[src/rtl/prim_range_dispatch_pkg.sv]
// Shared types and constants for the leaf-range dispatcher.
// Widths here are the defaults the dispatcher parameters pick up.
package prim_range_dispatch_pkg;

   localparam int BVH_PRIMITIVE_INDEX_WIDTH  = 16;
   localparam int BVH_PRIMITIVE_AMOUNT_WIDTH = 4;
   localparam int PRIM_QUEUE_DEPTH           = 8;

   localparam logic [BVH_PRIMITIVE_INDEX_WIDTH-1:0] NULL_PRIMITIVE_INDEX = '1;

   typedef struct packed {
      logic [BVH_PRIMITIVE_INDEX_WIDTH-1:0]  start;
      logic [BVH_PRIMITIVE_AMOUNT_WIDTH-1:0] num;
   } PrimRange;

   typedef enum logic [1:0] {
      PDS_Idle,
      PDS_Active,
      PDS_Done
   } PrimDispatchState;

endpackage

[src/rtl/prim_range_fifo.sv]
// Circular range buffer: two ordered writes and one read per cycle.
// Callers gate writes against the start-of-cycle count.
module prim_range_fifo #(
   parameter int DEPTH = 8,
   parameter int W     = 20,
   localparam int AW   = $clog2(DEPTH),
   localparam int CW   = $clog2(DEPTH) + 1
) (
   input  logic          clk,
   input  logic          resetn,
   input  logic          clr,
   input  logic          wr0_en,
   input  logic [W-1:0]  wr0_data,
   input  logic          wr1_en,
   input  logic [W-1:0]  wr1_data,
   input  logic          rd_en,
   output logic [W-1:0]  head,
   output logic [CW-1:0] count,
   output logic          empty
);

   logic [W-1:0]  mem_q [DEPTH];
   logic [W-1:0]  mem_d [DEPTH];
   logic [AW-1:0] wr_ptr_q, wr_ptr_d;
   logic [AW-1:0] rd_ptr_q, rd_ptr_d;
   logic [CW-1:0] count_q, count_d;
   logic [AW-1:0] wr_ptr_nxt;

   assign wr_ptr_nxt = wr_ptr_q + AW'(1);

   always_comb begin
      mem_d    = mem_q;
      wr_ptr_d = wr_ptr_q;
      rd_ptr_d = rd_ptr_q;
      count_d  = count_q;
      if (clr) begin
         wr_ptr_d = '0;
         rd_ptr_d = '0;
         count_d  = '0;
      end else begin
         if (wr0_en) mem_d[wr_ptr_q] = wr0_data;
         // slot 1 lands behind slot 0 only when slot 0 also wrote
         if (wr1_en) mem_d[wr0_en ? wr_ptr_nxt : wr_ptr_q] = wr1_data;
         wr_ptr_d = wr_ptr_q + AW'(wr0_en) + AW'(wr1_en);
         rd_ptr_d = rd_ptr_q + AW'(rd_en);
         count_d  = count_q + CW'(wr0_en) + CW'(wr1_en) - CW'(rd_en);
      end
   end

   always_ff @(posedge clk or negedge resetn) begin
      if (!resetn) begin
         for (int i = 0; i < DEPTH; i++) mem_q[i] <= '0;
         wr_ptr_q <= '0;
         rd_ptr_q <= '0;
         count_q  <= '0;
      end else begin
         mem_q    <= mem_d;
         wr_ptr_q <= wr_ptr_d;
         rd_ptr_q <= rd_ptr_d;
         count_q  <= count_d;
      end
   end

   assign head  = mem_q[rd_ptr_q];
   assign count = count_q;
   assign empty = (count_q == '0);

endmodule

[src/rtl/prim_range_dispatch.sv]
// Queues leaf ranges from traversal and issues one primitive per handshake.
// Flags ray completion, near-full hold hint and sticky range loss.
module prim_range_dispatch
   import prim_range_dispatch_pkg::*;
#(
   parameter int PRIM_IDX_W  = BVH_PRIMITIVE_INDEX_WIDTH,
   parameter int PRIM_NUM_W  = BVH_PRIMITIVE_AMOUNT_WIDTH,
   parameter int QUEUE_DEPTH = PRIM_QUEUE_DEPTH
) (
   input  logic                  clk,
   input  logic                  resetn,
   input  logic                  start,
   input  logic [PRIM_IDX_W-1:0] range_start [2],
   input  logic [PRIM_NUM_W-1:0] range_num [2],
   input  logic                  bvh_finished,
   output logic                  prim_valid,
   output logic [PRIM_IDX_W-1:0] prim_index,
   output logic                  prim_last_in_range,
   input  logic                  prim_ready,
   output logic                  done,
   output logic                  almost_full,
   output logic                  overflow
);

   localparam int CW = $clog2(QUEUE_DEPTH) + 1;
   localparam int EW = PRIM_IDX_W + PRIM_NUM_W;
   localparam logic [PRIM_IDX_W-1:0] NullIdx = PRIM_IDX_W'(NULL_PRIMITIVE_INDEX);

   PrimDispatchState state_q, state_d;
   logic                  seen_busy_q, seen_busy_d;
   logic                  overflow_q, overflow_d;
   logic [PRIM_IDX_W-1:0] cur_idx_q, cur_idx_d;
   logic [PRIM_NUM_W-1:0] rem_q, rem_d;

   logic [EW-1:0]         head;
   logic [CW-1:0]         count;
   logic [CW-1:0]         free;
   logic                  fifo_empty;
   logic                  active, v0, v1, acc0, acc1, drop, hs, load;

   assign active = (state_q == PDS_Active) && !start;
   assign v0 = active && (range_num[0] != '0) && (range_start[0] != NullIdx);
   assign v1 = active && (range_num[1] != '0) && (range_start[1] != NullIdx);
   assign free = CW'(QUEUE_DEPTH) - count;
   assign acc0 = v0 && (free != '0);
   assign acc1 = v1 && (v0 ? (free >= CW'(2)) : (free != '0));
   assign drop = (v0 && !acc0) || (v1 && !acc1);

   assign hs = (rem_q != '0) && prim_ready && !start;
   // last-index handshake reloads from the head in the same edge
   assign load = !start && !fifo_empty &&
                 ((rem_q == '0) || (hs && rem_q == PRIM_NUM_W'(1)));

   prim_range_fifo #(
      .DEPTH (QUEUE_DEPTH),
      .W     (EW)
   ) u_fifo (
      .clk      (clk),
      .resetn   (resetn),
      .clr      (start),
      .wr0_en   (acc0),
      .wr0_data ({range_start[0], range_num[0]}),
      .wr1_en   (acc1),
      .wr1_data ({range_start[1], range_num[1]}),
      .rd_en    (load),
      .head     (head),
      .count    (count),
      .empty    (fifo_empty)
   );

   always_comb begin
      cur_idx_d = cur_idx_q;
      rem_d     = rem_q;
      if (start) begin
         cur_idx_d = '0;
         rem_d     = '0;
      end else if (load) begin
         cur_idx_d = head[EW-1 -: PRIM_IDX_W];
         rem_d     = head[PRIM_NUM_W-1:0];
      end else if (hs) begin
         cur_idx_d = cur_idx_q + PRIM_IDX_W'(1);
         rem_d     = rem_q - PRIM_NUM_W'(1);
      end
   end

   always_comb begin
      state_d     = state_q;
      seen_busy_d = seen_busy_q;
      overflow_d  = overflow_q;
      unique case (state_q)
         PDS_Idle: begin
         end
         PDS_Active: begin
            seen_busy_d = seen_busy_q | ~bvh_finished;
            overflow_d  = overflow_q | drop;
            // a range arriving this cycle must not be stranded
            if (seen_busy_q && bvh_finished && fifo_empty &&
                rem_q == '0 && !v0 && !v1)
               state_d = PDS_Done;
         end
         PDS_Done: begin
         end
         default: state_d = PDS_Idle;
      endcase
      if (start) begin
         state_d     = PDS_Active;
         seen_busy_d = 1'b0;
         overflow_d  = 1'b0;
      end
   end

   always_ff @(posedge clk or negedge resetn) begin
      if (!resetn) begin
         state_q     <= PDS_Idle;
         seen_busy_q <= 1'b0;
         overflow_q  <= 1'b0;
         cur_idx_q   <= '0;
         rem_q       <= '0;
      end else begin
         state_q     <= state_d;
         seen_busy_q <= seen_busy_d;
         overflow_q  <= overflow_d;
         cur_idx_q   <= cur_idx_d;
         rem_q       <= rem_d;
      end
   end

   assign prim_valid         = (rem_q != '0);
   assign prim_index         = cur_idx_q;
   assign prim_last_in_range = (rem_q == PRIM_NUM_W'(1));
   assign done               = (state_q == PDS_Done);
   assign almost_full        = (free < CW'(2));
   assign overflow           = overflow_q;

endmodule

[config.mk]
export PLATFORM = sky130hd
export DESIGN_NAME = prim_range_dispatch
export DESIGN_NICKNAME = d
export VERILOG_FILES = /design/src/rtl/prim_range_dispatch_pkg.sv /design/src/rtl/prim_range_fifo.sv /design/src/rtl/prim_range_dispatch.sv
export SDC_FILE = /design/constraint.sdc
export NUM_CORES = 1
export LEC_CHECK = 0
export BUFFER_PORTS_ARGS = -buffer_cell sky130_fd_sc_hd__buf_2
export CORE_MARGIN = 2
export CORE_UTILIZATION = 30
export DETAILED_ROUTE_END_ITERATION = 8
export GPL_TIMING_DRIVEN = 0
export HOLD_SLACK_MARGIN = 0.02
export SLEW_MARGIN = 0
export SYNTH_ARGS = -nofsm -noshare
export SYNTH_HDL_FRONTEND = slang
export SYNTH_SLANG_ARGS = --single-unit
[constraint.sdc]
create_clock -name clk -period 4.2 [get_ports clk]
set_input_delay 0.42 -clock clk [delete_from_list [all_inputs] [get_ports clk]]
set_output_delay 0.42 -clock clk [all_outputs]
set_load 0.01 [all_outputs]
# Word-level counts from Yosys, hierarchy flattened
# Index checks and enable logic that the tools add are counted.
[classes]
magnitude_cmp = 7
add_sub_neg = 10
eq_ne = 7
n_reduce_logical = 40
mux = 30
n_bitwise = 6
[op_table]
columns = ["cell", "count"]
rows = [
  ["two-way mux 160 bit", 3],
  ["bitwise mux 160 bit", 2],
  ["demux 20 bit (select 3 bit)", 2],
  ["two-way mux 20 bit", 4],
  ["binary-select mux 20 bit (select 3 bit)", 1],
  ["two-way mux 16 bit", 3],
  ["!= test 16 bit, second input constant", 2],
  ["logical AND 1 bit", 21],
  ["adder 16 x 1 -> 16 bit, second input constant", 1],
  ["two-way mux 4 bit", 4],
  ["nonzero test 4 bit", 4],
  ["greater-or-equal comparator 4 bit, second input constant", 3],
  ["inverter 3 -> 4 bit", 3],
  ["adder 3 x 1 -> 3 bit", 3],
  ["two-way mux 3 bit", 3],
  ["adder 4 x 1 -> 4 bit", 2],
  ["zero test 4 bit", 2],
  ["< comparator 4 x 1 -> 1 bit, second input constant", 2],
  ["zero test 1 bit", 6],
  ["two-way mux 1 bit", 5],
  ["equality test 4 x 1 -> 1 bit, second input constant", 1],
  ["greater-or-equal comparator 4 x 2 -> 1 bit, second input constant", 1],
  ["< comparator 4 x 2 -> 1 bit, second input constant", 1],
  ["two-way mux 2 bit", 2],
  ["17 further kinds", 19],
]
[word_totals]
out_inout_bits = 21
wordCells = 116
input_bits = 45
ff_bits = 194

# Depth between registers and ports, before layout
# Gate-level depths: netlist of run 1.
[depth]
ltp_word = 13
mapped_depth = 15

# Cells and area by module
# Synthesis of run 1 repeated with hierarchy kept, for this count alone.
[unflattened]
cells_unflattened = 1157
hier_area_um2 = 10984.3
[modules_own_cells]
columns = ["mod", "n_inst", "area_each_um2", "seq_area_each_um2", "cells_each"]
rows = [
  ["prim_range_fifo", 1, 9207.6, 4254.1, 940],
  ["prim_range_dispatch", 1, 1776.7, 600.6, 217],
]

# Least setup slack after synthesis of run 1
# No wires, ideal clock.
[synth_timing]
kind = "reg-to-reg"
startpoint = "register u_fifo.count_q[1] (netlist: u_fifo.count[1])"
endpoint = "register u_fifo.count_q[2] (netlist: u_fifo.count[2])"
t_required_ns = 4.068
path_stages_with_launch = 13
slack_ns = 0.874
synth_period_minus_slack_ns = 3.326
arrival_ns = 3.194
cell_sequence = "dfrtp_1 inv_1 ha_1 and2_1 or4_1 clkbuf_1 clkinv_1 buf_1 ha_1 fa_1 fa_1 xnor2_1 nor2_1"
[synth_via]
elab_chain_len = 7
elab_cells_between_ends = 14
classes_between = "4 x add/sub; 1 x order compare; 2 x mux; 7 x reduce/logical"
[synth_lines]
columns = ["item", "line", "source"]
rows = [
  ["start, declared", "prim_range_fifo.sv:26", "logic [CW-1:0] count_q, count_d;"],
  ["start signal, assigned", "prim_range_fifo.sv:60", "count_q <= count_d;"],
  ["subtractor 4 bit", "prim_range_dispatch.sv:44", "assign free = CW'(QUEUE_DEPTH) - count;"],
  ["nonzero test 4 bit or greater-or-equal comparator 4 x 2 -> 1 bit (tied branches)", "prim_range_dispatch.sv:45, prim_range_dispatch.sv:46", ""],
  ["logical AND 1 bit or two-way mux 1 bit (tied branches)", "prim_range_dispatch.sv:45, prim_range_dispatch.sv:46", ""],
  ["adder 4 x 1 -> 4 bit or logical AND 1 bit (tied branches)", "prim_range_fifo.sv:46, prim_range_dispatch.sv:46", ""],
  ["adder 4 x 1 -> 4 bit", "prim_range_fifo.sv:46", "count_d = count_q + CW'(wr0_en) + CW'(wr1_en) - CW'(rd_en);"],
  ["subtractor 4 x 1 -> 4 bit (*)", "prim_range_fifo.sv:46", ""],
  ["two-way mux 4 bit (*)", "prim_range_fifo.sv:36", "if (clr) begin"],
  ["via u_fifo.count_d[2]", "prim_range_fifo.sv:26", ""],
]
# The timed path passes the listed nets; every way through them passes the cells marked *.
# A chain may end at the register's enable or synchronous reset.

# Worst setup path in the final report of run 1
# Ends and elaborated chain as after synthesis.

==> results by group, run 1 <==
CTS
  • Post-CTS setup buffers: 0
  • Clock-pin slew on the worst setup and hold paths: 80 ps
  • TritonCTS clock tree: done
  • CTS Buf Count: 17
  • Clk buf depth: 2
  • Clk sinks: 194
  • Cts repair resizes: 0
  • Worst-Skew Late Latency: 450 ps
  • H-tree levels: 4
  • Root buffer cell: clkbuf_16

Timing
  • Worst-margin pin slew: 1160 ps
  • Unrepaired setup endpoints after global routing: no
  • Pins over their slew limit: 0
  • Final setup margin: 266 ps
  • Slew HR: 22.4%
  • Final worst path period share: 93.7%
  • Fin Clk Skew: 15.6 ps
  • Max Freq: 254 MHz
  • Setup TNS: 0 ps
  • Setup violators final: 0
  • Final hold vios: 0
  • Hold Slack: 137 ps
  • Clock period minus worst slack: 3930 ps

Die
  • Initial Util: 30.5%
  • Num ports: 66
  • Core area: 36700 µm²
  • DIE HEIGHT: 197 µm
  • Row cnt: 70
  • Die area: 38900 µm²
  • Die Width: 197 µm

Detailed routing
  • WL final: 40.3 mm
  • Routed vias: 9835
  • Post-route antenna net violation count: 0
  • DR pass1 iterations: 7
  • Routed vias/inst: 5.95
  • Post-route DRC: 0
  • Iteration-0 DRC Markers: 1209
  • Wire per inst: 24.4 µm

Run status
  • Status: complete, no violations

Global route
  • Vias in the first global route: 9583
  • Initial antenna violation count: 1
  • GRT overflow: 0
  • Total track usage: 20.8%
  • First-pass GRT wire length: 60.4 mm
  • Pin count of the biggest net entering global routing: 109

Setup path
  • R2R Path End: u_fifo.count[2]$_DFF_PN0_
  • CP Data Required Time: 4520 ps
  • CP endpoint kind: register
  • Worst setup path end: u_fifo.count[2]$_DFF_PN0_
  • Critical Path Source: u_fifo.count[1]$_DFF_PN0_
  • CP arrival: 4250 ps
  • CP max FO: 11
  • Reg2Reg Depth: 12
  • Reg-to-reg slack, setup: 270 ps
  • Startpoint types: register
  • Critical path class: register to register
  • FF-to-FF Start: u_fifo.count[1]$_DFF_PN0_

Yosys
  • Synth async-reset ratio: 100%
  • Syn Nets: 1150
  • Synth Instances: 1087
  • Register area share after synthesis: 43.3%
  • Avg Inst Size Synth: 10.3 µm²
  • Synth Register Bits: 194
  • Dominant synthesized flop cell: dfrtp_1
  • Mapped Area: 11200 µm²
  • Yosys top cell by area: dfrtp_1
  • Post-synth EDFFs: 0
  • Yosys Warn Count: 0
  • Post-synth top area share: 43.3%
  • Dominant cells by area after synthesis: dfrtp_1 43%, mux4_2 8.0%, mux2i_1 5.1%, a222oi_1 4.4%, a22o_1 3.2%
  • Library cells used by synthesis: 57

Pwr
  • PD cells: 638 nW/µm²
  • Psw: 3.27 mW
  • Clock network power share: 20.4%
  • Sequential share of power: 37.3%
  • Sw frac: 40.3%
  • Lkg Pwr: 5.46 nW
  • Comb pwr share: 42.3%
  • Internal power: 4.85 mW
  • Peak supply drop: 0.325 mV

Place
  • DP Worst Slack: 225 ps
  • Final HPWL DP: 29.2 mm
  • Post-Place Cells: 1620
  • Gpl congestion: 0.918
  • Number of I/O port buffers: 64

Hold path
  • HP Class: primary input to register

Finish
  • Layout area overhead: 13.7%
  • Area of the multi-input gates: 5670 µm²
  • Register area: 4850 µm²
  • Final nets: 1235
  • Finished Layout Cells: 1654
  • Layout cells sized above 1: 16.0%
  • Fill count: 3678

Job
  • MaxCap Viol Count: 0
power by group through the flow:
stage | clock network [mW] | logic, mW | registers, mW
6_report | 1.66 | 3.44 | 3.03
4_1_cts | 1.67 | 3.41 | 3.01
5_1_grt | 1.74 | 3.73 | 3.10
2_1_floorplan | 0 | 2.38 | 2.88
3_5_place_dp | 0 | 3.40 | 3.04
3_3_place_gp | 0 | 3.32 | 3.02
layout make-up:
type	count	share of cell area [%]
Buffer	89	2.90
Timing Repair Buffer	66	2.89
Inverter	83	2.45
Tap cell	468	4.60
Multi-Input combinational cell	721	44.5
Sequential cell	194	38.1
Clock inverter	14	1.14
Antenna cell	1	0.0197
Clock buffer	18	3.37
what timing repair did:
item	CTS	global route
endpoints found under the setup margin	0	0
hold endpoints to repair	17	0
hold buffers	1	0
sequential cells by signal (all words and copies together) (netlist names):
name and flops:
u_fifo.mem_q 160, overflow 1, u_fifo.rd_ptr_q 3, u_fifo.count 4
rem_q 4, seen_busy_q 1, prim_index 16, state_q 2
u_fifo.wr_ptr_q 3
metrics by stage:
stage	instance area, µm²	power, mW	util, %
2_1_floorplan	11200	5.27	-
3_3_place_gp	12100	6.33	33.0
3_5_place_dp	12100	6.44	33.1
4_1_cts	12700	8.09	34.7
5_1_grt	12700	8.57	34.7
6_report	12700	8.13	34.7
critical path, stage by stage, from the launching register on:
cell and delay, ps:
dfrtp_1 450, inv_1 110, ha_1 250, and2_1 190
or4_1 480, clkbuf_1 180, clkinv_1 200, buf_1 490
ha_1 350, fa_1 450, fa_1 430, xnor2_1 160
nor2_1 50
worst min path at each step:
stage,from,endpoint,slack [ps],depth (start not counted)
after detailed placement,u_fifo.mem_q[82]$_DFFE_PN0N_,u_fifo.mem_q[82]$_DFFE_PN0N_,470,1
final,bvh_finished,seen_busy_q$_DFFE_PN0P_,140,2
after CTS,bvh_finished,seen_busy_q$_DFFE_PN0P_,120,2
after global routing,bvh_finished,seen_busy_q$_DFFE_PN0P_,130,2
after global placement,u_fifo.mem_q[87]$_DFFE_PN0N_,u_fifo.mem_q[87]$_DFFE_PN0N_,460,1
after floorplan,resetn,overflow$_DFFE_PN0P_,120,0
cells by family after synthesis:
logic type	Yosys count	synth area share (%)
muxes	97	13.1
DFF	194	43.3
AOI/OAI and AO/OA	318	22.6
and+or+nand+nor	273	11.3
buffers and inverters	172	6.08
xor gates and xnor gates	15	1.31
adders and majority gates	18	2.21
layout by cell type (no fill, tap or decap), types with 12 or more instances in the layout:
master and count:
mux4_2 40, clkbuf_1 61, clkbuf_16 17, o21ai_0 64, inv_1 81, buf_2 82
dfrtp_1 194, a22o_1 41, mux2i_1 57, ha_1 15, a211oi_1 25, o2bb2ai_1 12
o31a_1 29, a21oi_1 18, nor3_1 24, nor2_1 95, a21o_1 41, nand2_1 79
nand4_1 13, a222oi_1 49, o221a_2 19
cell usage after synthesis, types with 15 or more instances:
| cell | number |
|---|---|
| dfrtp_1 | 194 |
| mux4_2 | 40 |
| o21ai_0 | 64 |
| inv_1 | 81 |
| o221a_2 | 19 |
| buf_2 | 19 |
| clkbuf_1 | 60 |
| nor3_1 | 24 |
| o31a_1 | 29 |
| a211oi_1 | 25 |
| a22o_1 | 41 |
| a21oi_1 | 18 |
| a222oi_1 | 49 |
| ha_1 | 15 |
| a21o_1 | 41 |
| mux2i_1 | 57 |
| nand2_1 | 79 |
| nor2_1 | 95 |
per-layer routing:
layer	part of all wire (%)	GRT usage [%]	vias to the layer above
li1	-	-	4237
met1	43	28.7	4947
met2	45	32.5	557
met3	8.4	3.69	92
met4	3.7	8.05	2
met5	0.027	0	-
Power figures use the tool's default switching activity.
==> run 2: changes to the inputs <==
Settings changed: GPL_TIMING_DRIVEN 0 to default.
==> run 2 against run 1 <==
Cell area barely moved. Die area unchanged. Worst hold slack improved by 2.6 ps. Register-to-register slack improved by 380 ps. Wire length down 10%. Sequential power increased by 1%. Highest routed layer is now met4.
==> results by group, run 2 (synthesis gave the netlist of run 1 again) <==
Pwr
  • Peak supply drop: 0.367 mV (was 0.325 mV)
  • Clock network power share: 20.2% (was 20.4%)
  • Sequential share of power: 38.3% (was 37.3%)
  • Psw: 3.15 mW (was 3.27 mW)
  • Tot Pwr: 8.02 mW (was 8.13 mW)
  • PD cells: 629 nW/µm² (was 638 nW/µm²)
  • Lkg Pwr: 5.48 nW (was 5.46 nW)
  • Comb pwr share: 41.5% (was 42.3%)
  • Internal power: 4.87 mW (was 4.85 mW)
  • Sw frac: 39.3% (was 40.3%)

Detailed routing
  • Routed vias: 9267 (was 9835)
  • Wire per inst: 22.6 µm (was 24.4 µm)
  • Iteration-0 DRC Markers: 1107 (was 1209)
  • WL final: 36.2 mm (was 40.3 mm)
  • Post-route antenna net violation count: 0 (unchanged)
  • Routed vias/inst: 5.78 (was 5.95)
  • Post-route DRC: 0 (unchanged)
  • DR pass1 iterations: 7 (unchanged)

CTS
  • Clk buf depth: 2 (unchanged)
  • Clk sinks: 194 (unchanged)
  • Cts repair resizes: 0 (unchanged)
  • CTS Hold Buffers Added: 0 (was 1)
  • Post-CTS setup buffers: 0 (unchanged)
  • TritonCTS clock tree: done (unchanged)
  • Root buffer cell: clkbuf_16 (unchanged)
  • Worst-Skew Late Latency: 450 ps (about the same)
  • CTS Buf Count: 17 (unchanged)
  • H-tree levels: 4 (unchanged)
  • Clock-pin slew on the worst setup and hold paths: 70 ps (was 80 ps)

Timing
  • Pins over their slew limit: 0 (unchanged)
  • Final hold vios: 0 (unchanged)
  • Max Freq: 282 MHz (was 254 MHz)
  • Slew HR: 23.7% (was 22.4%)
  • Setup violators final: 0 (unchanged)
  • Setup TNS: 0 ps (unchanged)
  • Final worst path period share: 84.5% (was 93.7%)
  • Fin Clk Skew: 15.3 ps (was 15.6 ps)
  • Clock period minus worst slack: 3550 ps (was 3930 ps)
  • Worst-margin pin slew: 1140 ps (was 1160 ps)
  • Unrepaired setup endpoints after global routing: no (unchanged)
  • Final setup margin: 650 ps (was 266 ps)

Die
  • Initial Util: 30.5% (unchanged)
  • Die area: 38900 µm² (unchanged)
  • Num ports: 66 (unchanged)
  • Die Width: 197 µm (unchanged)
  • DIE HEIGHT: 197 µm (unchanged)
  • Row cnt: 70 (unchanged)
  • Core area: 36700 µm² (unchanged)

Finish
  • Commonest non-fill, non-tap cell in the layout: dfrtp_1 (unchanged)
  • Fill count: 3618 (was 3678)
  • Area of the multi-input gates: 5730 µm² (was 5670 µm²)
  • Register area: 4860 µm² (was 4850 µm²)
  • Fin area: 12700 µm² (about the same)
  • Layout area overhead: 13.8% (was 13.7%)
  • # diodes: 0 (was 1)
  • Final nets: 1185 (was 1235)
  • Biggest register: u_fifo.mem_q (unchanged)
  • Layout cells sized above 1: 19.3% (was 16.0%)
  • Commonest cells after routing, fill and taps aside: 192 x dfrtp_1, 94 x nor2_1, 81 x inv_1 (was 194 x dfrtp_1, 95 x nor2_1, 82 x buf_2)
  • Max reg flops: 160 (unchanged)

Setup path
  • Startpoint types: register (unchanged)
  • Slowest cell on the critical path: a211oi_4 (was buf_1)
  • CP max FO: 21 (was 11)
  • CP Data Required Time: 4540 ps (was 4520 ps)
  • CP top delay family: compound AO/OA/AOI/OAI gates (was adder cells)
  • Buffers and inverters on the worst path: 2 (was 4)
  • Critical path class: register to register (unchanged)
  • Reg-to-reg slack, setup: 650 ps (was 270 ps)
  • CP max stage delay: 1030 ps (was 490 ps)
  • CP endpoint kind: register (unchanged)
  • CP cell instances: inv_1, ha_1, xnor2_1, nor3_1, a211oi_1, o21ai_0, a211oi_4, nor2_1, buf_4, a21o_1 (was inv_1, ha_1, and2_1, or4_1, clkbuf_1, clkinv_1, buf_1, ha_1, fa_1, fa_1, xnor2_1, nor2_1)
  • CP arrival: 3880 ps (was 4250 ps)

Place
  • Final HPWL DP: 24.3 mm (was 29.2 mm)
  • Dpl cell area: 12200 µm² (was 12100 µm²)
  • Gpl congestion: 0.890 (was 0.918)
  • DP Worst Slack: 586 ps (was 225 ps)
  • Number of I/O port buffers: 65 (was 64)

Global route
  • Total track usage: 18.9% (was 20.8%)
  • Vias in the first global route: 9210 (was 9583)
  • First-pass GRT wire length: 56.0 mm (was 60.4 mm)
  • GRT overflow: 0 (unchanged)
  • Initial antenna violation count: 2 (was 1)
  • Pin count of the biggest net entering global routing: 115 (was 109)

Job
  • MaxCap Viol Count: 0 (unchanged)

Hold path
  • HP Class: primary input to async pin (was primary input to register)

Run status
  • Status: complete, no violations (unchanged)
==> run 2: per-layer routing <==
| metal | global-route usage (%) | wire length [µm] | part of all wire [%] |
|---|---|---|---|
| met5 | 0 | 0 | 0 |
| met2 | 29.0 | 16200 | 45 |
| met3 | 3.67 | 2470 | 6.8 |
| met1 | 26.2 | 16200 | 45 |
| met4 | 7.91 | 1290 | 3.6 |
==> run 2: power groups by stage <==
stage	logic [mW]	registers, mW	clock network (mW)
after floorplan	2.38	2.88	0
after global placement	3.25	3.07	0
after detailed placement	3.33	3.09	0
after CTS	3.33	3.06	1.65
after global routing	3.64	3.16	1.74
final	3.33	3.07	1.62
==> run 2: metrics by stage <==
stage,util (%),hold slack (ps),std cells
5_1_grt,34.7,165,1603
2_1_floorplan,-,124,1087
3_5_place_dp,33.1,465,1571
3_3_place_gp,33.1,457,1571
6_report,34.7,140,1603
4_1_cts,34.7,161,1603
==> run 2: final cells by class <==
type / instances / area share [%]
sequential: 194 / 38.1
clock inverter: 14 / 1.13
inverter: 83 / 2.45
clock buffer: 18 / 3.45
tap: 468 / 4.60
multi-input combinational: 721 / 45.0
timing repair buffer: 105 / 5.29
==> run 2: final timing paths <==
| kind | from | to | cells after the start |
|---|---|---|---|
| setup / recovery | u_fifo.count[1]$_DFF_PN0_ | u_fifo.mem_q[14]$_DFFE_PN0N_ | 10 |
| min in group clk | bvh_finished | seen_busy_q$_DFFE_PN0P_ | 2 |
| max in group asynchronous | resetn | u_fifo.rd_ptr_q[1]$_DFF_PN0_ | 2 |
| hold / removal | resetn | u_fifo.mem_q[142]$_DFFE_PN0N_ | 1 |
| setup reg to reg | u_fifo.count[1]$_DFF_PN0_ | u_fifo.mem_q[14]$_DFFE_PN0N_ | 10 |
| hold reg to reg | u_fifo.mem_q[99]$_DFFE_PN0N_ | u_fifo.mem_q[99]$_DFFE_PN0N_ | 1 |
==> run 3: changes to the inputs <==
Clock period 4.2 ns to 2.9 ns, I/O delays scaled along.
==> run 3 against run 2 <==
Register-to-register slack worse by 630 ps. Sequential power up 42%. Worst setup slack worse by 630 ps. Clock power up 44%. Global-route usage up 1.1 points. Worst hold slack worse by 85 ps. Via count up 7.1%. Critical endpoint is now u_fifo.mem_q[107]$_DFFE_PN0N_. Largest cell class unchanged. Non-clock buffer count up 83. Combinational power up 71%. First-iteration DRC count up 9.7%.
==> results by group, run 3 (synthesis gave the netlist of run 1 again) <==
Hold path
  • HP Class: primary input to register (was primary input to async pin)
  • HP Start: bvh_finished

Finish
  • Max reg flops: 160 (unchanged)
  • Final nets: 1268 (was 1185)
  • Biggest register: u_fifo.mem_q (unchanged)
  • Final core utilization: 37.4% (was 34.7%)
  • Layout cells sized above 1: 26.4% (was 19.3%)
  • Commonest cells after routing, fill and taps aside: 191 x dfrtp_1, 99 x buf_4, 92 x nor2_1 (was 192 x dfrtp_1, 94 x nor2_1, 81 x inv_1)
  • Commonest non-fill, non-tap cell in the layout: dfrtp_1 (unchanged)
  • Layout area overhead: 22.5% (was 13.8%)

Global route
  • Busiest grt layer: met2 (unchanged)
  • GRT overflow: 0 (unchanged)
  • Total track usage: 20.0% (was 18.9%)
  • First-pass GRT wire length: 59.1 mm (was 56.0 mm)
  • Vias in the first global route: 9599 (was 9210)
  • Initial antenna violation count: 1 (was 2)
  • Grt met2 use: 31.1% (was 29.0%)
  • Met1 Track Usage GR: 28.2% (was 26.2%)
  • Pin count of the biggest net entering global routing: 62 (was 115)
  • Met3 GRT Util: 3.00% (was 3.67%)

Timing
  • Slew HR: 56.2% (was 23.7%)
  • Unrepaired setup endpoints after global routing: yes (was no)
  • Setup violators final: 0 (unchanged)
  • Final hold vios: 0 (unchanged)
  • Final worst path period share: 99.3% (was 84.5%)
  • Max Freq: 347 MHz (was 282 MHz)
  • Fin Clk Skew: 12.9 ps (was 15.3 ps)
  • Worst-margin pin slew: 657 ps (was 1140 ps)
  • Hold Slack: 55.2 ps (was 140 ps)
  • Setup TNS: 0 ps (unchanged)
  • Final setup margin: 19.7 ps (was 650 ps)
  • Clock period minus worst slack: 2880 ps (was 3550 ps)
  • Pins over their slew limit: 0 (unchanged)

Detailed routing
  • Post-route DRC: 0 (unchanged)
  • Iteration-0 DRC Markers: 1214 (was 1107)
  • DR pass1 iterations: 7 (unchanged)
  • Routed vias/inst: 5.89 (was 5.78)
  • Routed vias: 9928 (was 9267)
  • Post-route antenna net violation count: 0 (unchanged)
  • Wire per inst: 23.2 µm (was 22.6 µm)
  • WL final: 39.1 mm (was 36.2 mm)

Die
  • Die Width: 197 µm (unchanged)
  • Die area: 38900 µm² (unchanged)
  • Num ports: 66 (unchanged)
  • Core area: 36700 µm² (unchanged)
  • Row cnt: 70 (unchanged)
  • Initial Util: 30.5% (unchanged)
  • DIE HEIGHT: 197 µm (unchanged)

Setup path
  • FF-to-FF Start: u_fifo.count[1]$_DFF_PN0_ (unchanged)
  • CP Data Required Time: 3250 ps (was 4540 ps)
  • Critical path class: register to register (unchanged)
  • Critical Path Source: u_fifo.count[1]$_DFF_PN0_ (unchanged)
  • CP arrival: 3230 ps (was 3880 ps)
  • Startpoint types: register (unchanged)
  • CP max FO: 8 (was 21)
  • CP endpoint kind: register (unchanged)

CTS
  • Clk sinks: 194 (unchanged)
  • TritonCTS clock tree: done (unchanged)
  • Clock-pin slew on the worst setup and hold paths: 80 ps (was 70 ps)
  • Root buffer cell: clkbuf_16 (unchanged)
  • CTS Buf Count: 17 (unchanged)
  • H-tree levels: 4 (unchanged)
  • Clk buf depth: 2 (unchanged)
  • Worst-Skew Late Latency: 450 ps (about the same)

Run status
  • Status: complete, no violations (unchanged)

Place
  • Final HPWL DP: 25.7 mm (was 24.3 mm)
  • DP Worst Slack: -70.4 ps (was 586 ps)
  • Gpl congestion: 0.829 (was 0.890)
  • Number of I/O port buffers: 65 (unchanged)

Pwr
  • PD cells: 906 nW/µm² (was 629 nW/µm²)
  • Lkg Pwr: 5.97 nW (was 5.48 nW)
  • Peak supply drop: 0.496 mV (was 0.367 mV)
  • Tot Pwr: 12.4 mW (was 8.02 mW)

Job
  • MaxCap Viol Count: 0 (unchanged)
==> run 3: cell count changes in the layout (fill, tap and decap cells not counted), moves of 4 or more <==
cell and delta:
buf_4 +61, buf_6 +6, clkinvlp_4 +4, buf_12 +13
==> run 3: cell type report <==
cell class,instances,area [µm²]
clock buffers,17,425
well taps,468,586
clock inverters,15,143
diodes,1,2.50
fillers,3583,23000
inverters,83,319
flip-flops and latches,194,4860
multi-input cells,721,5870
repair buffers,188,1520
==> run 3: repair_timing <==
item                                    in CTS  in global routing
endpoints found under the setup margin       0                 93
gates resized for setup                      0                 26
hold buffers                                 1                  0
endpoints found under the hold margin       58                  0
buffers inserted                             0                 10
==> run 3: stage by stage <==
step,instance area [µm²],std cells
final,13700,1687
after global routing,13700,1686
after CTS,13500,1673
after detailed placement,12900,1640
after global placement,12900,1640
after floorplan,11300,1087
==> run 3: final timing paths <==
kind / to / slack [ps] / depth (start not counted)
worst min-delay path: seen_busy_q$_DFFE_PN0P_ / 60 / 2
max in group asynchronous: u_fifo.mem_q[145]$_DFFE_PN0N_ / 1680 / 3
worst min register to register: u_fifo.mem_q[6]$_DFFE_PN0N_ / 480 / 1
min in group asynchronous: u_fifo.mem_q[2]$_DFFE_PN0N_ / 410 / 2
worst max-delay path: u_fifo.mem_q[107]$_DFFE_PN0N_ / 20 / 15
worst max register to register: u_fifo.mem_q[107]$_DFFE_PN0N_ / 20 / 15
==> run 3: metal layers <==
layer | vias up | routed length [µm]
met3 | 74 | 3170
met4 | 0 | 1270
met1 | 5036 | 16900
met2 | 513 | 17800
li1 | 4305 | -
met5 | - | 0
==> run 3: worst max-delay path: stages (launching register included) <==
cell and delay [ps]:
dfrtp_1 410, inv_2 80, buf_6 130, ha_4 180, xnor2_4 170, nor3_4 80
buf_4 140, a211oi_1 280, buf_4 170, o21ai_0 80, buf_4 170, a211oi_4 260
buf_6 170, clkbuf_16 170, nor3_1 70, a211oi_1 230
==> run 3: report_power, final <==
group,switching (mW),internal [mW]
clock network,1.20,1.14
logic,2.97,2.74
registers,0.696,3.68
